<file path="src/rtl/inst_encoder.sv">
// Packs I/S/SB instruction fields and a sign-extended immediate into a 32-bit word with its byte address.
// The immediate range check is built only when INST_ENC_RANGE_CHECK_EN is defined.
module inst_encoder #(
  parameter int unsigned       ADDR_W    = 64,
  parameter logic [ADDR_W-1:0] BASE_ADDR = '0
) (
  input  logic              clk,
  input  logic              reset_n,
  input  logic              restart,
  input  logic              in_valid,
  output logic              in_ready,
  input  logic [6:0]        in_opcode,
  input  logic [2:0]        in_funct3,
  input  logic [4:0]        in_rd,
  input  logic [4:0]        in_rs1,
  input  logic [4:0]        in_rs2,
  input  logic [63:0]       in_imm,
  output logic              out_valid,
  input  logic              out_ready,
  output logic [31:0]       out_inst,
  output logic [ADDR_W-1:0] out_addr,
  output logic              out_err,
  output logic              err_sticky,
  input  logic              err_clear,
  output logic [31:0]       out_count
);

  localparam int unsigned INST_W = 32;
  localparam int unsigned IMM_W  = 64;
  localparam int unsigned CNT_W  = 32;
  localparam int unsigned FLD_W  = 12;

  logic [ADDR_W-1:0] next_addr;
  logic [FLD_W-1:0]  imm12;
  logic [INST_W-1:0] enc_inst_c;
  logic              imm_err_c;
  logic              in_fire;
  logic              out_fire;

  assign in_ready = !restart && (!out_valid || out_ready);
  assign in_fire  = in_valid && in_ready;
  assign out_fire = out_valid && out_ready;
  assign imm12    = in_imm[FLD_W-1:0];

  // Field packing; opcode[6:5] picks the format, 10 and 11 both map to SB.
  always_comb begin
    enc_inst_c = '0;
    case (in_opcode[6:5])
      2'b00:   enc_inst_c = {imm12, in_rs1, in_funct3, in_rd, in_opcode};
      2'b01:   enc_inst_c = {imm12[11:5], in_rs2, in_rs1, in_funct3, imm12[4:0], in_opcode};
      default: enc_inst_c = {imm12[11], imm12[9:4], in_rs2, in_rs1, in_funct3,
                             imm12[3:0], imm12[10], in_opcode};
    endcase
  end

`ifdef INST_ENC_RANGE_CHECK_EN
  // In range when every bit above bit 10 matches the sign bit.
  assign imm_err_c = !((&in_imm[IMM_W-1:FLD_W-1]) || !(|in_imm[IMM_W-1:FLD_W-1]));

  always_ff @(posedge clk or negedge reset_n) begin
    if (!reset_n) begin
      err_sticky <= 1'b0;
    end else if (in_fire && imm_err_c) begin
      err_sticky <= 1'b1;
    end else if (err_clear) begin
      err_sticky <= 1'b0;
    end
  end
`else
  logic unused_no_check;

  assign imm_err_c       = 1'b0;
  assign err_sticky      = 1'b0;
  assign unused_no_check = ^{in_imm[IMM_W-1:FLD_W], err_clear};
`endif

  // Single output register stage plus the running address.
  always_ff @(posedge clk or negedge reset_n) begin
    if (!reset_n) begin
      out_valid <= 1'b0;
      out_inst  <= '0;
      out_addr  <= BASE_ADDR;
      out_err   <= 1'b0;
      next_addr <= BASE_ADDR;
    end else if (restart) begin
      out_valid <= 1'b0;
      next_addr <= BASE_ADDR;
    end else if (in_fire) begin
      out_valid <= 1'b1;
      out_inst  <= enc_inst_c;
      out_addr  <= next_addr;
      out_err   <= imm_err_c;
      next_addr <= next_addr + ADDR_W'(4);
    end else if (out_fire) begin
      out_valid <= 1'b0;
    end
  end

  always_ff @(posedge clk or negedge reset_n) begin
    if (!reset_n) begin
      out_count <= '0;
    end else if (out_fire) begin
      out_count <= out_count + CNT_W'(1);
    end
  end

endmodule

</file>
<file path="config.mk">
export PLATFORM = sky130hd
export DESIGN_NAME = inst_encoder
export DESIGN_NICKNAME = d
export VERILOG_FILES = /design/src/rtl/inst_encoder.sv
export SDC_FILE = /design/constraint.sdc
export NUM_CORES = 1
export LEC_CHECK = 0
export ABC_CLOCK_PERIOD_IN_PS = 2300
export CORE_UTILIZATION = 45
export CTS_BUF_LIST = sky130_fd_sc_hd__clkbuf_8
export DETAILED_ROUTE_END_ITERATION = 10
export HOLD_SLACK_MARGIN = 0.06
export PLACE_DENSITY = 0.78
export SYNTH_ARGS = -nofsm -noshare
export SYNTH_HDL_FRONTEND = slang
export SYNTH_SLANG_ARGS = --single-unit
</file>
<file path="constraint.sdc">
create_clock -name clk -period 2.3 [get_ports clk]
set_input_delay 0.23 -clock clk [delete_from_list [all_inputs] [get_ports clk]]
set_output_delay 0.23 -clock clk [all_outputs]
set_load 0.02 [all_outputs]
</file>
==> out/metrics.cfg <==
[cells_and_area]
nets=1068
fin_util=0.620
n_antenna_cell=0
design_area_um2=11300
nFillCells=1427
layout-drive-gt1-share=0.185
syn_to_final_growth_pct=33.0

[cts]
ctsRootBufferMaster=clkbuf_8
clk_pin_slew_ns=0.09
cts_max_path_buffers=2
htreeDepth=4
cts_buffers=17
cts_sinks=189
cts_tree=built
clock_latency_ns=0.48
post_cts_buffers=0

[yosys]
synth_seq_area_share=0.557
synth.distinct_cells=39
netlist_area_um2=8490
avgSynthCellArea_um2=11.2
synth-seq-cells=189
synthCells=760
ys_warn_count=0

[die]
initial_core_util=0.466
ioPinCount=227
die_h_um=139
fp.dieW_um=139
fp.dieArea_um2=19400
placementRows=49
core_um2=18200

[place]
post-dp-hpwl_mm=14.4
io_buffers=169
placed_cell_area_um2=10800
place.gp.congestion=0.861

[routing]
route.detailed.drc=0
ant_nets=0
wirelength_mm=20.1
vias=6632
avgViaCountPerCell=5.47
drtIter0Drc=397
wire_per_inst_um=16.6
dr.pass1.iters=5

[power_and_ir_drop]
cellPowerDensity_nw_per_um2=631
p_comb_frac=0.135
totalPowerFinal_mw=7.12
switchingPower_mw=1.84
pwr-share-seq=0.503
pwr-share-clk=0.362
peakVddDrop_mv=0.626
p_leak_nw=4.87
p_sw_frac=0.258
internal_power_mw=5.28

[worst_setup_path]
path_class=flop to flop
critical_path_depth=5
cp_max_fo=7
max_stage_delay_ns=0.54
cp.arrival_ns=2.56
worst_path_dominant_cell_family=simple AND/OR/NAND/NOR gates
cp.buffers_inverters=0
start_kind=flop
worstPathRequired_ns=2.69
end_kind=flop
critPathSlowestCell=or4_1
worstPathCellList=nand4_4 -> nor4_2 -> nand4_1 -> or4_1 -> a21oi_1
worstRegToRegCells=5

[timing]
max-slew-margin-rel=0.522
finalCriticalPeriod_ns=2.17
tightest_slew_ns=0.717
fin_setup_tns_ns=0
finalCritPeriodShare=0.943
holdWs_ns=0.284
hold_violations=0
setup_viol=0
maxSlewViolCount=0
fin_skew_ns=0.0167
fmax_ghz=0.461

[global_routing]
grt_pass1_vias=6463
grt_pass1_wl_mm=33.2
grt_overflow=0
antenna_found_initial=0
grt_max_degree=65
grt_usage=0.216

[hold_path]
worstHoldPathType=input port to asynchronous set/reset pin

[run_status]
outcome=complete, no violations

[flow_run]
drv_cap=0

[layout by cell type, fill, tap and decap left out, types with 3 or more instances in the layout]
cell type / synthesis / final
clkdlybuf4s50_1: 0 / 166
xnor2_1: 35 / 35
nand2_1: 60 / 58
nand3_1: 37 / 37
buf_4: 5 / 50
bufinv_16: 0 / 5
o31ai_1: 20 / 20
mux2i_1: 16 / 16
nor4_2: 2 / 3
nor2_1: 50 / 50
and3_1: 10 / 9
nor4_1: 8 / 6
conb_1: 1 / 4
inv_6: 0 / 4
and4_1: 5 / 5
a21oi_1: 45 / 45
or2_2: 4 / 4
inv_1: 11 / 11
nor3_1: 5 / 5
nor2b_1: 3 / 3
clkbuf_8: 3 / 19
and2_1: 3 / 3
mux2_2: 72 / 72
nand4_1: 33 / 33
xor2_1: 17 / 17
dfrtp_1: 189 / 189
buf_12: 0 / 5
or4_1: 21 / 21
or3_1: 20 / 20
o21ai_0: 43 / 43
nand4_2: 4 / 3
[cells by family (layout without fill, tap and decap cells)]
group	Yosys count	count (layout)	synth area share
AO/OA/AOI/OAI	108	108	0.0695
flip-flops	189	189	0.557
other	1	4	0.000442
XOR/XNOR	52	52	0.0536
multiplexers	88	88	0.114
AND/OR/NAND/NOR	273	273	0.174
buffers and inverters	47	268	0.0277
adder cells (fa/ha/maj)	2	2	0.00295
[cell usage after synthesis (all sizes together)]
| cell type | number | area share |
|---|---|---|
| dfrtp | 189 | 0.56 |
| mux2 | 72 | 0.095 |
| nand2 | 60 | 0.027 |
| nor2 | 50 | 0.022 |
| a21oi | 45 | 0.027 |
| o21ai | 43 | 0.025 |
| nand3 | 37 | 0.022 |
| nand4 | 37 | 0.030 |
| xnor2 | 35 | 0.036 |
| clkbuf | 25 | 0.015 |
| or3 | 22 | 0.017 |
| or4 | 21 | 0.019 |
| o31ai | 20 | 0.018 |
| xor2 | 17 | 0.018 |
| mux2i | 16 | 0.019 |
| and3 | 11 | 0.0083 |
| buf | 11 | 0.0078 |
| inv | 11 | 0.0049 |
| nor4 | 11 | 0.011 |
| nor3 | 6 | 0.0041 |
| and4 | 5 | 0.0052 |
| or2 | 5 | 0.0037 |
| and2 | 3 | 0.0022 |
| nor2b | 3 | 0.0022 |
| ha | 2 | 0.0029 |
| conb | 1 | 0.00044 |
| nand2b | 1 | 0.00074 |
| or3b | 1 | 0.0010 |
[flip-flops by register name, indices dropped and copies added, names as in the netlist]
| signal | flops |
|---|---|
| out_valid | 1 |
| out_addr | 62 |
| next_addr | 62 |
| out_inst | 32 |
| out_count | 32 |
[routing by layer]
| layer | up-vias | part of all wire | global-route usage |
|---|---|---|---|
| met4 | 0 | 0.013 | 0.0667 |
| li1 | 3152 | - | - |
| met1 | 3269 | 0.44 | 0.282 |
| met2 | 183 | 0.50 | 0.358 |
| met5 | - | 0 | 0 |
| met3 | 28 | 0.048 | 0.0496 |
[final timing paths]
check,start,end,slack (ns)
worst max-delay path,next_addr[19]$_DFFE_PN0P_,next_addr[57]$_DFFE_PN0P_,0.13
worst min-delay path,reset_n,out_inst[21]$_DFFE_PN0P_,0.28
worst max register to register,next_addr[19]$_DFFE_PN0P_,next_addr[57]$_DFFE_PN0P_,0.13
worst min register to register,out_inst[7]$_DFFE_PN0P_,out_inst[7]$_DFFE_PN0P_,0.49
max in group asynchronous,reset_n,out_inst[14]$_DFFE_PN0P_,1.31
min in group clk,in_opcode[4],out_inst[4]$_DFFE_PN0P_,0.36
[area by class of cell]
class / instances / area (um^2) / area share
inverter: 11 / 41.3 / 0.00366
timing repair buffer: 225 / 2180 / 0.193
clock inverter: 14 / 229 / 0.0203
clock buffer: 18 / 248 / 0.0219
sequential: 189 / 4730 / 0.419
tap: 229 / 287 / 0.0254
multi-input combinational: 527 / 3580 / 0.317
[what timing repair did]
item,CTS,global route
hold endpoints to repair,58,0
setup endpoints to repair,0,12
hold buffers,1,0
resized for setup,0,7
[power by group through the flow]
stage	clock network, mW	logic, mW	registers, mW
2_1_floorplan	0	0.265	3.81
3_3_place_gp	0	0.953	3.64
3_5_place_dp	0	0.972	3.65
4_1_cts	2.64	0.976	3.58
5_1_grt	2.78	1.03	3.60
6_report	2.58	0.961	3.58
[per-stage QoR]
stage / worst slack, ns / instances
after floorplan: 0.208 / 763
after global placement: -0.0411 / 1180
after detailed placement: -0.0842 / 1180
after CTS: 0.0598 / 1213
after global routing: -0.0184 / 1213
final: 0.131 / 1213
Note: power is estimated with default switching activity, not from simulation.
